**src/rtl/dest_tag_pipe_if.sv**
```systemverilog
// dest_tag_pipe_if: (dest, RegWrite) tags of the ID/EX, EX/MEM and MEM/WB slots, fed to the hazard unit.
interface dest_tag_pipe_if;
  logic [4:0] ID_EX_dest;
  logic       ID_EX_RegWrite;
  logic [4:0] EX_MEM_wr_reg;
  logic       EX_MEM_RegWrite;
  logic [4:0] MEM_WB_wr_reg;
  logic       MEM_WB_RegWrite;
  modport master (output ID_EX_dest, ID_EX_RegWrite, EX_MEM_wr_reg, EX_MEM_RegWrite, MEM_WB_wr_reg, MEM_WB_RegWrite);
  modport slave  (input  ID_EX_dest, ID_EX_RegWrite, EX_MEM_wr_reg, EX_MEM_RegWrite, MEM_WB_wr_reg, MEM_WB_RegWrite);
endinterface

```
**src/rtl/dest_tag_pipe.sv**
```systemverilog
// dest_tag_pipe: decodes the ID destination register and carries its tag through ID/EX, EX/MEM, MEM/WB with scoreboard and stall watchdog.
// Defining STALL_STATS_EN adds the saturating stall_cycles counter port.
module dest_tag_pipe #(
  parameter int MAX_STALL = 8,
  parameter int CNT_W     = 16
) (
  input  logic             clk,
  input  logic             reset_n,
  input  logic             instr_valid,
  input  logic [5:0]       opcode,
  input  logic [5:0]       funct,
  input  logic [4:0]       rt,
  input  logic [4:0]       rd,
  input  logic             stall_in,
  input  logic             flush_in,
  dest_tag_pipe_if.master  tags,
  output logic [31:0]      busy_vec,
  output logic             stall_timeout
`ifdef STALL_STATS_EN
  ,
  output logic [CNT_W-1:0] stall_cycles
`endif
);
  localparam logic [5:0] OP_RTYPE = 6'h00, OP_JAL = 6'h03, OP_ADDIU = 6'h09, OP_SLTI = 6'h0a,
                         OP_SLTIU = 6'h0b, OP_ANDI = 6'h0c, OP_ORI = 6'h0d, OP_XORI = 6'h0e,
                         OP_LUI = 6'h0f, OP_LW = 6'h23;
  localparam logic [5:0] FN_JR = 6'h08;
  if (MAX_STALL < 2 || MAX_STALL > 255 || CNT_W < 1) begin : g_bad_param
    $error("dest_tag_pipe: MAX_STALL must be 2..255 and CNT_W at least 1");
  end
  logic [4:0] dec_dest, tag_dest;
  logic       dec_wr, tag_wr;
  logic [4:0] id_ex_dest_q, id_ex_dest_d, ex_mem_dest_q, ex_mem_dest_d, mem_wb_dest_q, mem_wb_dest_d;
  logic       id_ex_wr_q, id_ex_wr_d, ex_mem_wr_q, ex_mem_wr_d, mem_wb_wr_q, mem_wb_wr_d;
  logic [7:0] run_q, run_d;
  logic       timeout_q, timeout_d;
  always_comb begin
    dec_dest = 5'd0;
    dec_wr   = 1'b0;
    case (opcode)
      OP_RTYPE: begin dec_dest = rd; dec_wr = funct != FN_JR; end
      OP_LW, OP_ADDIU, OP_SLTI, OP_SLTIU, OP_ANDI, OP_ORI, OP_XORI, OP_LUI: begin dec_dest = rt; dec_wr = 1'b1; end
      OP_JAL: begin dec_dest = 5'd31; dec_wr = 1'b1; end
      default: ;
    endcase
    // $0 is never tagged, and a non-writing instruction carries no dest
    tag_wr   = dec_wr && dec_dest != 5'd0;
    tag_dest = tag_wr ? dec_dest : 5'd0;
  end
  always_comb begin
    id_ex_wr_d    = tag_wr && instr_valid && !stall_in && !flush_in;
    id_ex_dest_d  = id_ex_wr_d ? tag_dest : 5'd0;
    ex_mem_dest_d = id_ex_dest_q;
    ex_mem_wr_d   = id_ex_wr_q;
    mem_wb_dest_d = ex_mem_dest_q;
    mem_wb_wr_d   = ex_mem_wr_q;
    run_d         = !stall_in ? 8'd0 : (&run_q ? run_q : run_q + 8'd1);
    timeout_d     = stall_in && run_q == 8'(MAX_STALL - 1);
  end
  always_ff @(posedge clk or negedge reset_n) begin
    if (!reset_n) begin
      id_ex_dest_q  <= '0;
      id_ex_wr_q    <= 1'b0;
      ex_mem_dest_q <= '0;
      ex_mem_wr_q   <= 1'b0;
      mem_wb_dest_q <= '0;
      mem_wb_wr_q   <= 1'b0;
      run_q         <= '0;
      timeout_q     <= 1'b0;
    end else begin
      id_ex_dest_q  <= id_ex_dest_d;
      id_ex_wr_q    <= id_ex_wr_d;
      ex_mem_dest_q <= ex_mem_dest_d;
      ex_mem_wr_q   <= ex_mem_wr_d;
      mem_wb_dest_q <= mem_wb_dest_d;
      mem_wb_wr_q   <= mem_wb_wr_d;
      run_q         <= run_d;
      timeout_q     <= timeout_d;
    end
  end
`ifdef STALL_STATS_EN
  logic [CNT_W-1:0] stall_cycles_q, stall_cycles_d;
  always_comb stall_cycles_d = (stall_in && !(&stall_cycles_q)) ? stall_cycles_q + 1'b1 : stall_cycles_q;
  always_ff @(posedge clk or negedge reset_n) begin
    if (!reset_n) stall_cycles_q <= '0;
    else stall_cycles_q <= stall_cycles_d;
  end
  assign stall_cycles = stall_cycles_q;
`endif
  assign tags.ID_EX_dest      = id_ex_dest_q;
  assign tags.ID_EX_RegWrite  = id_ex_wr_q;
  assign tags.EX_MEM_wr_reg   = ex_mem_dest_q;
  assign tags.EX_MEM_RegWrite = ex_mem_wr_q;
  assign tags.MEM_WB_wr_reg   = mem_wb_dest_q;
  assign tags.MEM_WB_RegWrite = mem_wb_wr_q;
  assign stall_timeout        = timeout_q;
  assign busy_vec = ((32'(id_ex_wr_q) << id_ex_dest_q) | (32'(ex_mem_wr_q) << ex_mem_dest_q)
                   | (32'(mem_wb_wr_q) << mem_wb_dest_q)) & ~32'h1;
endmodule
```
**src/flat_wrapper.sv**
```systemverilog
// flat-port wrapper written by rule: the top's interface ports become plain ports
module dest_tag_pipe_flat 
#(
  parameter int MAX_STALL = 8,
  parameter int CNT_W     = 16
)
  (clk, reset_n, instr_valid, opcode, funct, rt, rd, stall_in, flush_in, busy_vec, stall_timeout, tags_ID_EX_dest, tags_ID_EX_RegWrite, tags_EX_MEM_wr_reg, tags_EX_MEM_RegWrite, tags_MEM_WB_wr_reg, tags_MEM_WB_RegWrite);
  dest_tag_pipe_if tags_i ();
  input  logic clk;
  input  logic reset_n;
  input  logic instr_valid;
  input  logic [5:0] opcode;
  input  logic [5:0] funct;
  input  logic [4:0] rt;
  input  logic [4:0] rd;
  input  logic stall_in;
  input  logic flush_in;
  output logic [31:0] busy_vec;
  output logic stall_timeout;
  output wire logic [$bits(tags_i.ID_EX_dest)-1:0] tags_ID_EX_dest;
  output wire logic [$bits(tags_i.ID_EX_RegWrite)-1:0] tags_ID_EX_RegWrite;
  output wire logic [$bits(tags_i.EX_MEM_wr_reg)-1:0] tags_EX_MEM_wr_reg;
  output wire logic [$bits(tags_i.EX_MEM_RegWrite)-1:0] tags_EX_MEM_RegWrite;
  output wire logic [$bits(tags_i.MEM_WB_wr_reg)-1:0] tags_MEM_WB_wr_reg;
  output wire logic [$bits(tags_i.MEM_WB_RegWrite)-1:0] tags_MEM_WB_RegWrite;
  assign tags_ID_EX_dest = tags_i.ID_EX_dest;
  assign tags_ID_EX_RegWrite = tags_i.ID_EX_RegWrite;
  assign tags_EX_MEM_wr_reg = tags_i.EX_MEM_wr_reg;
  assign tags_EX_MEM_RegWrite = tags_i.EX_MEM_RegWrite;
  assign tags_MEM_WB_wr_reg = tags_i.MEM_WB_wr_reg;
  assign tags_MEM_WB_RegWrite = tags_i.MEM_WB_RegWrite;
  dest_tag_pipe #(.MAX_STALL(MAX_STALL), .CNT_W(CNT_W)) u_core (.clk(clk), .reset_n(reset_n), .instr_valid(instr_valid), .opcode(opcode), .funct(funct), .rt(rt), .rd(rd), .stall_in(stall_in), .flush_in(flush_in), .tags(tags_i), .busy_vec(busy_vec), .stall_timeout(stall_timeout));
endmodule
```
**config.mk**
```make
export PLATFORM = sky130hd
export DESIGN_NAME = dest_tag_pipe_flat
export DESIGN_NICKNAME = d
export VERILOG_FILES = /design/src/rtl/dest_tag_pipe_if.sv /design/src/rtl/dest_tag_pipe.sv /design/src/flat_wrapper.sv
export SDC_FILE = /design/constraint.sdc
export NUM_CORES = 1
export LEC_CHECK = 0
export CAP_MARGIN = 20
export CELL_PAD_IN_SITES_DETAIL_PLACEMENT = 1
export CELL_PAD_IN_SITES_GLOBAL_PLACEMENT = 2
export CORE_ASPECT_RATIO = 0.8
export CORE_UTILIZATION = 25
export DETAILED_ROUTE_END_ITERATION = 8
export GPL_TIMING_DRIVEN = 0
export PLACE_DENSITY = 0.95
export SYNTH_ARGS = -nofsm -noshare
export SYNTH_HDL_FRONTEND = slang
export SYNTH_SLANG_ARGS = --single-unit
```
**constraint.sdc**
```tcl
create_clock -name clk -period 3.3 [get_ports clk]
set_input_delay 0.66 -clock clk [delete_from_list [all_inputs] [get_ports clk]]
set_output_delay 0.66 -clock clk [all_outputs]
set_load 0.01 [all_outputs]
```
* Word-level counts from Yosys, hierarchy flattened *
Index checks and enable logic that the tools add are counted.

word-level totals
  register bits = 27
  bits of input ports = 27
  output and inout bits = 51
  logic and storage cells = 44

cells by class
  add/subtract/negate cells = 1
  equal/unequal tests = 12
  shift operators = 3
  mux-type cells = 6
  bitwise logic cells = 2
  reduce and logical (&&, ||, !) cells = 12

operators with widths
  kind                 number
  $shl 1x5->32         3
  $or 32x32->32        2
  $eq 6x4->1 const B   7
  $mux 8               2
  $pmux 5 s3           1
  $mux 5               2
  $reduce_or 9->1      1
  $add 8x1->8 const B  1
  $eq 8x3->1 const B   1
  $reduce_and 8->1     1
  $reduce_or 8->1      1
  $eq 6x2->1 const B   1
  $eq 6x6->1 const B   1
  $logic_not 6->1      1
  $ne 6x4->1 const B   1
  $logic_and 1x1->1    5
  $reduce_bool 5->1    1
  $logic_not 1->1      2
  $ne 2x2->1 const B   1
  $pmux 1 s2           1

* Logic depth before layout (Yosys ltp) *
Gate-level depths: netlist of the first run.

  depth after elaboration = 9
  gate-level depth with buffers = 5

* Worst setup path before layout of the first run *
OpenSTA, ideal clock, no wires.

  path type = input to register
  start = input opcode[3]
  end = register u_core.id_ex_wr_q, in the netlist u_core.tags.ID_EX_RegWrite
  setup time = 0.094 ns
  arrival time = 1.774 ns
  data required time = 3.206 ns
  path slack = 1.432 ns
  stages on the path = 4
  path through = or4_4 a2111oi_2 a311oi_2 a211oi_1

between the ends
  longest elaborated chain between the ends = 8

ends and longest elaborated chain
  item                                      RTL line             RTL
  start: declaration                        flat_wrapper.sv:12   input logic [5:0] opcode;
  $eq 6x6->1 or $eq 6x4->1 (tied branches)  dest_tag_pipe.sv:40  case (opcode)
  $reduce_or 8->1                           dest_tag_pipe.sv:40
  $pmux 5 s3                                dest_tag_pipe.sv:40
  $reduce_bool 5->1                         dest_tag_pipe.sv:47  tag_wr = dec_wr && dec_dest != 5'd0;
  $logic_and 1x1->1 (*)                     dest_tag_pipe.sv:47
  $logic_and 1x1->1 (*) (3 in a row)        dest_tag_pipe.sv:51  id_ex_wr_d = tag_wr && instr_valid && !stall_in && !flush_in;
  net u_core.id_ex_wr_d                     dest_tag_pipe.sv:34  logic id_ex_wr_q, id_ex_wr_d, ex_mem_wr_q, ex_mem_wr_d, mem_wb_wr_q, mem_wb_wr_d;
  end signal: assignment                    dest_tag_pipe.sv:72  id_ex_wr_q <= id_ex_wr_d;
  end: declaration                          dest_tag_pipe.sv:34

Mark *: on every way through the listed nets, which the timed path passes. The rest lies on a longest branch.
A chain may end at the register's enable or synchronous reset.

* Worst setup path after layout of the first run *
  start = register u_core.id_ex_dest_q[4], in the netlist u_core.tags.ID_EX_dest[4]
  end = output busy_vec[31]

between the ends
  longest elaborated chain between the ends = 3

ends and longest elaborated chain
  item                      RTL line             RTL
  start: declaration        dest_tag_pipe.sv:33  logic [4:0] id_ex_dest_q, id_ex_dest_d, ex_mem_dest_q, ex_mem_dest_d, mem_wb_dest_q, mem_wb_dest_d;
  start signal: assignment  dest_tag_pipe.sv:71  id_ex_dest_q <= id_ex_dest_d;
  $shl 1x5->32              dest_tag_pipe.sv:97  assign busy_vec = ((32'(id_ex_wr_q) << id_ex_dest_q) | (32'(ex_mem_wr_q) << ex_mem_dest_q)
  $or 32x32->32             dest_tag_pipe.sv:97
  $or 32x32->32             dest_tag_pipe.sv:98  | (32'(mem_wb_wr_q) << mem_wb_dest_q)) & ~32'h1;
  end: declaration          flat_wrapper.sv:18   output logic [31:0] busy_vec;

No other way between the ends.

==> metrics.csv, run 1 <==
metric;value;unit
via_per_inst;5.02;
grt_max_degree;22;
antenna_left;0;
end_kind;output pin;
area_delta_synth_final;50.4;%
clkSinkCount;27;
rows;28;
tightest_slew;0.622;ns
layout_common_cells;clkdlybuf4s50_1, nand2_1, nor2_1;
crit_fanout;8;
maxUsedRoutingLayer;met4;
final_nets;370;
cp_top_family;buffers and inverters;
relSlewSlack;58.4;%
finalMaxSlewViolations;0;
power_density;209;nW/um^2
initial_core_util;25.9;%
cts_inserted_buffers;3;
drive_gt1_share;3.52;%
fin_cells;446;
grt_pass1_wl;11300;microns
die_x;99.9;microns
die-area;8020;sq um
crit_path_max_incr_delay;0.54;ns
route.final.wire_length;6940;microns
yosysTopAreaCellShare;35.3;%
synthTopCellsByArea;dfrtp_1, nand2_1, a22oi_1, nor2_1, nand2b_1;
gp_congestion;0.831;
m1WireLength;3080;microns
clock_skew;0.00354;ns
dp_slack;0.706;ns
drtIter0Drc;101;
largest_reg_flops;8;
placed_cells;442;
cts-root-buf;clkbuf_8;
synthArstFlopShare;100;%
post_drt_wl_per_cell;15.6;microns
required;2.64;ns
num_vias;2241;
cts-htree-levels;1;
yosysTopAreaCell;dfrtp_1;
cp_slowest_cell;clkdlybuf4s50_1;
top_register;u_core.run_q;
gr-total-overflow;0;
cts_hold_buf;0;
rsz0062_at_grt;false;
critical_path_arrival;2.14;ns
ys_types;39;
crit_buf_inv;2;
power_leakage;1.16;nW
crit_type;flop to output pin;
fin_crit_sh;85.0;%
ys.flop_type;dfrtp_1;
port_buffers;76;
grt_antenna_before_repair;0;
dr_wl_met2;3260;microns
ys_ff_latch;27;
final_common_cell;clkdlybuf4s50_1;
min_period;2.80;ns
yosysWarnings;0;
antenna_cells;0;
core-area;7390;sq um
ir_drop;182;uV
clk_pin_slew_worst_paths;0.09;ns
place_hpwl;5570;microns
die_h;80.3;microns
clk_latency;0.27;ns
io_pins;78;
cts_setup_buffers;0;
setup_viol;0;
syn-num-nets;288;
cts_tree;done;
drv_cap;0;
ys_seq_area_share;35.3;%
timing.final.hold_violations;0;
synth-edff-count;0;
worst_setup_path_start_kind;flop;
syn_area;1920;sq um
syn_inst;260;
cp_cell_sequence;and2_1, clkbuf_1, a22oi_1, nand2_1, clkdlybuf4s50_1;
drc;0;
dr.pass1.iters;4;
tns;0;ns
hold_class;flop to flop;
p_total;601;uW
grt_pass1_vias;2317;
grt_usage;17.9;%
timing.final.ws_setup;0.496;ns
fmax;357;MHz
cts_resized;0;
avgSynthCellArea;7.37;sq um
status;complete, no violations;
route.met3.wl;546;microns
cts_max_path_buffers;2;
==> layout make-up <==
class                           instances  area (sq um)
Clock buffer                            3          41.3
Buffer                                 10          41.3
Tap cell                              105           131
Inverter                                6          22.5
Clock inverter                          1          5.00
Sequential cell                        27           676
Multi-Input combinational cell        217          1180
Fill cell                             919          4510
Timing Repair Buffer                   77           788
==> path summary, 6_finish.rpt <==
check,startpoint,endpoint,slack [ns],depth (start not counted)
setup / recovery,u_core.tags.ID_EX_dest[4],busy_vec[31],0.50,5
hold / removal,u_core.tags.ID_EX_dest[0],u_core.tags.EX_MEM_wr_reg[0],0.45,0
setup reg to reg,u_core.run_q[0],u_core.run_q[1],1.60,5
hold reg to reg,u_core.tags.ID_EX_dest[0],u_core.tags.EX_MEM_wr_reg[0],0.45,0
max in group asynchronous,reset_n,u_core.tags.MEM_WB_wr_reg[0],2.18,2
min in group asynchronous,reset_n,u_core.run_q[3],0.68,1
==> per-stage QoR <==
step	utilization, %	hold WS [ns]	cell area, sq um
floorplan	-	0.364	1920
global placement	38.0	0.405	2810
detailed placement	38.4	0.416	2840
CTS	39.0	0.441	2880
global route	39.0	0.456	2880
finish	39.0	0.445	2880
==> cell families after synthesis <==
logic type / Yosys count / share of synthesized area, %
AND/OR/NAND/NOR: 155 / 37.3
AO/OA/AOI/OAI: 57 / 21.8
flip-flops: 27 / 35.3
multiplexers: 1 / 0.523
other: 1 / 0.196
XOR/XNOR: 2 / 0.915
adder cells (fa/ha/maj): 1 / 0.653
buffers and inverters: 16 / 3.33
==> synthesized netlist by cell type (all sizes together), types with 2 or more instances <==
cell,number
a211oi,7
a21oi,9
a222oi,2
a22oi,29
a31oi,3
and2,4
and3,3
buf,2
clkbuf,8
dfrtp,27
inv,6
nand2,73
nand2b,10
nand3,2
nand4,5
nor2,32
nor2b,6
nor3,13
o21ai,3
or4,2
==> worst register-to-register path, stage by stage, from the launching register on <==
cell,delay (ns)
dfrtp_1,0.39
ha_1,0.25
nand3_1,0.17
nor3_1,0.47
mux2i_1,0.24
nor2_1,0.06
==> report_power, final <==
group          internal, mW  switching (mW)  leakage, nW
clock                0.0845           0.102       0.0255
sequential            0.334         0.00329        0.375
combinational        0.0425          0.0351        0.755
total                 0.461           0.140         1.16
==> layer usage <==
layer  GRT usage [%]  up-vias
li1                -     1081
met1            22.6     1071
met2            31.8       85
met3            3.31        4
met4            3.82        0
met5               0        -
No activity file was read; power rests on OpenSTA's default activity.
==> run 2, diff against run 1 <==
--- a/config.mk
+++ b/config.mk
@@ -9,10 +9,10 @@
 export CELL_PAD_IN_SITES_DETAIL_PLACEMENT = 1
 export CELL_PAD_IN_SITES_GLOBAL_PLACEMENT = 2
 export CORE_ASPECT_RATIO = 0.8
-export CORE_UTILIZATION = 25
+export CORE_UTILIZATION = 23
 export DETAILED_ROUTE_END_ITERATION = 8
 export GPL_TIMING_DRIVEN = 0
-export PLACE_DENSITY = 0.95
+export PLACE_DENSITY = 0.9
 export SYNTH_ARGS = -nofsm -noshare
 export SYNTH_HDL_FRONTEND = slang
 export SYNTH_SLANG_ARGS = --single-unit
==> constraint.sdc (replaced) <==
create_clock -name clk -period 2.7 [get_ports clk]
set_input_delay 0.54 -clock clk [delete_from_list [all_inputs] [get_ports clk]]
set_output_delay 0.54 -clock clk [all_outputs]
set_load 0.01 [all_outputs]
==> run 2 against run 1 <==
- first-iteration DRC count grew 36%
- largest cell class unchanged
- clock-buffer cell count grew 1
- worst setup slack lost 0.40 ns
- sequential share of layout area shrank 0.091 points
- sequential cell count is the same
- largest power group unchanged
- clock power grew 18%
==> metrics.csv, run 2 (synthesis gave the netlist of run 1 again) <==
metric;value;unit;change
worst_setup_path_start_kind;flop;;
gp_congestion;0.862;;+3.7%
fin_cells;448;;+0.45%
fin_area;2890;sq um;+0.39%
power_density;250;nW/um^2;+20%
relSlewSlack;55.2;%;-3.1 points
finalMaxSlewViolations;0;;unchanged
initial_core_util;24.0;%;-1.9 points
final_common_cell;clkdlybuf4s50_1;;
critical_path_arrival;2.06;ns;-0.08 ns
clkSinkCount;27;;unchanged
io_pins;78;;unchanged
crit_path_max_incr_delay;0.53;ns;about the same
drc;0;;unchanged
fin_crit_sh;96.3;%;
die_x;104;microns;+4.2%
core-area;7980;sq um;+8.0%
cp_cell_sequence;nand2b_1, nor2_1, a22oi_1, nand2_1, clkdlybuf4s50_1;;
cts_max_path_buffers;2;;unchanged
end_kind;output pin;;
largest_reg_flops;8;;unchanged
rsz0062_at_grt;true;;
clk_latency;0.27;ns;about the same
grt_antenna_before_repair;0;;unchanged
status;complete, no violations;;
tightest_slew;0.669;ns;+0.0469 ns
die_h;83.6;microns;+4.1%
antenna_cells;0;;unchanged
cts_setup_buffers;0;;unchanged
route.final.wire_length;6900;microns;-0.52%
required;2.16;ns;-0.48 ns
drive_gt1_share;5.29;%;+1.8 points
grt_usage;16.3;%;-1.7 points
cp_slowest_cell;clkdlybuf4s50_1;;
via_per_inst;5.04;;+0.40%
drtIter0Drc;137;;+36%
drv_cap;0;;unchanged
hold_class;flop to flop;;
clk_pin_slew_worst_paths;0.09;ns;about the same
area_delta_synth_final;51.0;%;
die-area;8700;sq um;+8.5%
antenna_left;0;;unchanged
placed_area;2830;sq um;-0.31%
final_nets;369;;-0.27%
cts_inserted_buffers;3;;unchanged
cts-root-buf;clkbuf_8;;
dr.pass1.iters;4;;unchanged
cp_top_family;simple AND/OR/NAND/NOR gates;;
fmax;385;MHz;
post_drt_wl_per_cell;15.4;microns;-0.96%
power_leakage;1.17;nW;+1.6%
grt_pass1_wl;11400;microns;+0.92%
ir_drop;145;uV;-20%
cts-htree-levels;1;;unchanged
setup_viol;0;;unchanged
top_register;u_core.run_q;;
grt_max_degree;15;;-32%
num_vias;2260;;+0.85%
place_hpwl;5600;microns;+0.61%
crit_type;flop to output pin;;
cts_tree;done;;
layout_common_cells;clkdlybuf4s50_1, nand2_1, nor2_1;;
crit_fanout;7;;-1
min_period;2.60;ns;
clock_skew;0.00436;ns;+0.000812 ns
timing.final.hold_violations;0;;unchanged
gr-total-overflow;0;;unchanged
port_buffers;76;;unchanged
rows;29;;+3.6%
grt_pass1_vias;2278;;-1.7%
crit_buf_inv;1;;-1
placed_cells;445;;+0.68%
run 2: worst reg2reg max path: stages (launching register included):
cell and delay [ns]:
dfrtp_1 0.41, ha_1 0.27, nand3_1 0.17, nor3_1 0.46, mux2i_1 0.24, nor2_1 0.06
run 2: area by class of cell:
type	count	area [sq um]
fill	989	5090
multi-input combinational	217	1200
timing repair buffer	77	776
sequential	27	676
tap	108	135
clock buffer	4	45.0
buffer	9	40.0
inverter	6	22.5
run 2: routing by layer:
metal / up-vias / global-route usage, % / part of all wire, %
met4: 0 / 2.86 / 0.74
li1: 1081 / - / -
met5: - / 0 / 0
met1: 1089 / 21.6 / 46
met3: 6 / 3.43 / 7.4
met2: 84 / 27.3 / 46
run 2: path summary, 6_finish.rpt:
kind                                           startpoint                      endpoint  slack [ns]  cells past startpoint
worst max-delay path            u_core.tags.ID_EX_dest[2]                  busy_vec[18]        0.10                      5
min in group asynchronous                         reset_n               u_core.run_q[0]        0.68                      1
worst min register to register  u_core.tags.ID_EX_dest[0]  u_core.tags.EX_MEM_wr_reg[0]        0.42                      0
max in group asynchronous                         reset_n  u_core.tags.EX_MEM_wr_reg[1]        1.49                      2
worst max register to register            u_core.run_q[0]               u_core.run_q[1]        0.99                      5
worst min-delay path            u_core.tags.ID_EX_dest[0]  u_core.tags.EX_MEM_wr_reg[0]        0.42                      0
run 2: per-stage QoR:
stage,power (mW),utilization [%],worst slack [ns],hold WS [ns],setup TNS (ns)
final,0.724,36.2,0.100,0.423,0
after global routing,0.761,36.2,-0.00616,0.455,-0.00616
after CTS,0.734,36.0,0.0747,0.425,0
after detailed placement,0.514,35.4,0.299,0.400,0
after global placement,0.508,35.2,0.358,0.400,0
after floorplan,0.450,-,0.952,0.244,0
run 2: report_power, final:
group          switching (mW)  total [mW]  internal (mW)
combinational          0.0431      0.0929         0.0498
sequential            0.00432       0.412          0.408
clock                   0.113       0.219          0.105
run 2: timing repair:
action,CTS,global route
resized for setup,0,8
hold buffers,0,0
endpoints found under the setup margin,0,13
==> edit 1: new RTL, config.mk and constraints of run 1 <==
Register the output `stall_timeout` once more, without a reset; this adds one clock of latency there. The other outputs are not delayed to match.
--- a/src/rtl/dest_tag_pipe.sv
+++ b/src/rtl/dest_tag_pipe.sv
@@ -94,5 +94,7 @@
   assign tags.MEM_WB_wr_reg   = mem_wb_dest_q;
   assign tags.MEM_WB_RegWrite = mem_wb_wr_q;
-  assign stall_timeout        = timeout_q;
+  always_ff @(posedge clk) begin
+    stall_timeout <= timeout_q;
+  end
   assign busy_vec = ((32'(id_ex_wr_q) << id_ex_dest_q) | (32'(ex_mem_wr_q) << ex_mem_dest_q)
                    | (32'(mem_wb_wr_q) << mem_wb_dest_q)) & ~32'h1;
Behaviour: not the same (Yosys sat finds a counterexample within 10 cycles, from zero or initial values and one cycle with reset_n low).
==> edit 1 against run 1 <==
Critical path depth fell by 1. Worst setup slack got worse by 27 ps. Cell count rose by 0.22%. Highest routed layer unchanged. First-iteration DRC count rose by 22%. Register-to-register slack improved by 60 ps. Synthesized cell count rose by 0.38%. Total power rose by 5.6%. Maximum frequency fell by 0.94%. Sequential cell count rose by 1. Largest power group unchanged. Count of clock-buffer cells in the layout rose by 1. Wire length fell by 0.27%. Area after synthesis rose by 1.0%. Cell area rose by 0.56%.
==> edit 1: results <==
status:
  status: "completed"
clock_tree:
  clk_path_buf_depth: 2
  cts_made_buffers: 3
  ctsResizeCount: 0
  root_buffer: "clkbuf_8"
  cts_setup_buffers: 0
  insertion_delay_ps: 270
  clk_pin_slew_ps: 100
yosys:
  ys_types: 40
  synth_flop_cell: "dfrtp_1"
  synthTopCellsByArea: "dfrtp_1, nand2_1, a22oi_1"
  synth_common_cells: "nand2_1, nor2_1, a22oi_1"
  synthArstFlopShare_pct: 96.4
  yosys_warnings: 0
  synth_nets: 289
  synth_seq_area_share_pct: 35.9
worst_setup_path:
  cp_max_fo: 7
  reg2regPathDepth: 5
  r2r_end: "u_core.run_q[1]"
  arrival_ps: 2170
  reg2reg_from: "u_core.run_q[0]"
  cp_slowest_cell: "nor2_1"
  cpPeakStageDelay_ps: 610
  ff2ff_setup_slack_ps: 1660
  path_delay_family: "simple AND/OR/NAND/NOR gates"
  startpoint: "u_core.tags.ID_EX_dest[4]"
worst_hold_path:
  hold_depth: 0
  hp-class: "reg2reg"
  hold-path-endpoint: "u_core.stall_timeout"
  min_from: "u_core.timeout_q"
placement:
  hpwlAfterDp_um: 5480
  place_ws_ps: 799
  gp_congestion: 0.827
  io_buffer_count: 76
final_layout:
  fin_nets: 371
  diodes: 0
  largest_reg_flops: 8
  largest-register: "u_core.run_q"
  drive_gt1_share_pct: 3.51
  n_fill_cell: 921
detailed_routing:
  wl_per_cell_um: 15.5
  wl_met2_um: 3110
  dr_wl_met3_um: 535
  route.top_layer_used: "met4"
  vias: 2212
  dr.pass1.iters: 5
  drt-initial-drc-count: 123
  wl_met1_um: 3240
global_route:
  use_met1_pct: 25.3
  use_met2_pct: 29.7
  grt_antenna_before_repair: 0
  grtUsageTotal_pct: 18.1
  gr-usage-met3_pct: 3.05
  grt_pass1_wl_um: 11500
  grt_max_degree: 22
power_and_ir_drop:
  ir_drop_v: 0.000143
  p_leak_nw: 1.16
timing:
  setup_viol: 0
  max_slew_margin_pct: 50.1
  fin_skew_ps: 1.75
-- edit 1: area by class of cell --
| cell class | count | area [sq um] | area share (%) |
|---|---|---|---|
| Timing Repair Buffer | 77 | 776 | 26.8 |
| Multi-Input combinational cell | 217 | 1180 | 40.6 |
| Inverter | 6 | 22.5 | 0.777 |
| Buffer | 10 | 41.3 | 1.42 |
| Sequential cell | 28 | 696 | 24.0 |
| Tap cell | 105 | 131 | 4.53 |
| Clock buffer | 4 | 55.1 | 1.90 |
-- edit 1: through the flow --
step	power, W	area (sq um)	utilization (%)	cells	hold slack (ps)
floorplan	0.000380	1940	-	261	324
global placement	0.000428	2830	37.9	442	327
detailed placement	0.000432	2840	38.1	443	328
CTS	0.000643	2900	38.8	447	352
global route	0.000667	2900	38.8	447	366
finish	0.000635	2900	38.8	447	349
-- edit 1: kinds of logic (layout without fill, tap and decap cells) --
group	after synthesis	in the layout	synth area share (%)
AND/OR/NAND/NOR	155	155	36.9
AO/OA/AOI/OAI	57	57	21.6
flip-flops	28	28	35.9
buffers and inverters	16	97	3.30
XOR/XNOR	2	2	0.905
adder cells (fa/ha/maj)	1	1	0.646
other	1	1	0.194
multiplexers	1	1	0.517
-- edit 1: worst max-delay path by stage --
stage | endpoint | slack (ps)
after detailed placement | u_core.tags.ID_EX_RegWrite | 800
after floorplan | u_core.tags.ID_EX_RegWrite | 1430
after global routing | busy_vec[6] | 350
after CTS | busy_vec[7] | 490
after global placement | u_core.tags.ID_EX_dest[4] | 820
final | busy_vec[7] | 470
-- edit 1: report_power, final --
| part | total (W) | switching, W | internal [W] |
|---|---|---|---|
| combinational | 0.0000758 | 0.0000351 | 0.0000407 |
| clock | 0.000210 | 0.000103 | 0.000107 |
| sequential | 0.000349 | 0.00000313 | 0.000346 |
==> edit 2: new RTL, settings of run 1 <==
Made on the original files. `MAX_STALL` is set to 8 in 2 places; all go to 4.
--- a/src/rtl/dest_tag_pipe.sv
+++ b/src/rtl/dest_tag_pipe.sv
@@ -2,5 +2,5 @@
 // Defining STALL_STATS_EN adds the saturating stall_cycles counter port.
 module dest_tag_pipe #(
-  parameter int MAX_STALL = 8,
+  parameter int MAX_STALL = 4,
   parameter int CNT_W     = 16
 ) (
--- a/src/flat_wrapper.sv
+++ b/src/flat_wrapper.sv
@@ -2,5 +2,5 @@
 module dest_tag_pipe_flat 
 #(
-  parameter int MAX_STALL = 8,
+  parameter int MAX_STALL = 4,
   parameter int CNT_W     = 16
 )
Function: changed (a bounded check fails within 10 cycles, from zero or initial values and one cycle with reset_n low).
==> edit 2 against run 1 <==
Sequential power about the same. Worst setup slack improved by 45 ps. Critical path type unchanged. Cell area increased by 0.13%. Largest power group unchanged. Wire length increased by 1.3%. Total power about the same. Sequential cell count unchanged. Register-to-register slack got worse by 310 ps. Largest cell class unchanged. Area after synthesis increased by 0.20%.
==> edit 2: results <==
yosys:
  synthTopCellsByArea: "dfrtp_1, nand2_1, a22oi_1"
  muxShareOfSynthArea_pct: 0
  synth_seq_area_share_pct: 35.2
  synth_common_cells: "nand2_1, a22oi_1, nor2_1"
  synth_xor_area_share_pct: 0.456
  synth-compound-area-share_pct: 22.6
  synth_nets: 291
  synth_fa_ha_area_share_pct: 0.652
detailed_routing:
  wl_per_cell_um: 15.7
  wl_met2_um: 3340
  dr_wl_met3_um: 528
  wl_met1_um: 3090
  vias: 2314
placement:
  gp_congestion: 0.815
  hpwlAfterDp_um: 5580
final_layout:
  drive_gt1_share_pct: 4.07
  n_fill_cell: 928
power_and_ir_drop:
  sw_frac_of_total_pct: 23.2
  p_leak_nw: 1.15
global_route:
  grt_pass1_wl_um: 11200
  grt_pass1_vias: 2247
  grtUsageTotal_pct: 17.9
  grt_max_degree: 20
worst_setup_path:
  arrival_ps: 2100
  cp_max_fo: 4
timing:
  max_slew_margin_pct: 44.3
  fin_skew_ps: 1.05
status:
  status: "completed"
edit 2: cell count changes in the layout (fill, tap and decap cells not counted), moves of 2 or more:
cell,change
and3_1,-3
a21oi_1,+2
a31oi_1,-2
nand2_1,+2
nor2_1,-2
o21ai_0,+2
or2_2,+2
edit 2: area by class of cell:
| cell class | count | area share (%) |
|---|---|---|
| multi-input combinational | 220 | 40.9 |
| timing repair buffer | 77 | 27.3 |
| sequential | 27 | 23.4 |
| tap | 105 | 4.55 |
| clock buffer | 3 | 1.43 |
| buffer | 10 | 1.43 |
| inverter | 6 | 0.781 |
| clock inverter | 1 | 0.173 |
edit 2: cells by family after synthesis:
family                     Yosys count
DFF                                 27
buffers and inverters               16
adders and majority gates            1
AOI/OAI and AO/OA                   60
xor gates and xnor gates             1
and+or+nand+nor                    157
other                                1
edit 2: through the flow:
step / std cells / hold slack [ps] / utilization (%) / total power, W / setup slack (ps)
finish: 449 / 425 / 38.8 / 0.000602 / 542
global route: 449 / 445 / 38.8 / 0.000626 / 398
detailed placement: 445 / 402 / 38.2 / 0.000425 / 752
global placement: 444 / 403 / 37.9 / 0.000418 / 819
CTS: 449 / 436 / 38.8 / 0.000608 / 543
floorplan: 263 / 364 / - / 0.000369 / 1430
edit 2: path summary, 6_finish.rpt:
kind                                           endpoint                          from  slack [ps]
max in group asynchronous  u_core.tags.EX_MEM_wr_reg[2]                       reset_n        2090
max reg2reg                             u_core.run_q[3]               u_core.run_q[0]        1290
min reg2reg                u_core.tags.EX_MEM_wr_reg[0]     u_core.tags.ID_EX_dest[0]         430
min                        u_core.tags.EX_MEM_wr_reg[0]     u_core.tags.ID_EX_dest[0]         430
max                                         busy_vec[8]  u_core.tags.MEM_WB_wr_reg[0]         540
min in group asynchronous               u_core.run_q[0]                       reset_n         730
edit 2: critical path, stage by stage (launching register included):
cell	delay, ps
dfrtp_1	420
nand2b_1	210
nor3_1	350
a22oi_1	180
nand2_1	130
clkdlybuf4s50_1	540
edit 2: power groups by stage:
stage | logic, W | registers, W | clock network [W]
finish | 0.0000798 | 0.000338 | 0.000184
global route | 0.0000882 | 0.000338 | 0.000200
CTS | 0.0000809 | 0.000338 | 0.000189
detailed placement | 0.0000805 | 0.000344 | 0
global placement | 0.0000743 | 0.000344 | 0
floorplan | 0.0000252 | 0.000344 | 0
edit 2: routing by layer:
layer,up-vias,track usage [%]
met2,122,32.3
met4,0,4.71
met3,8,2.52
met1,1095,22.3
li1,1089,-
met5,-,0
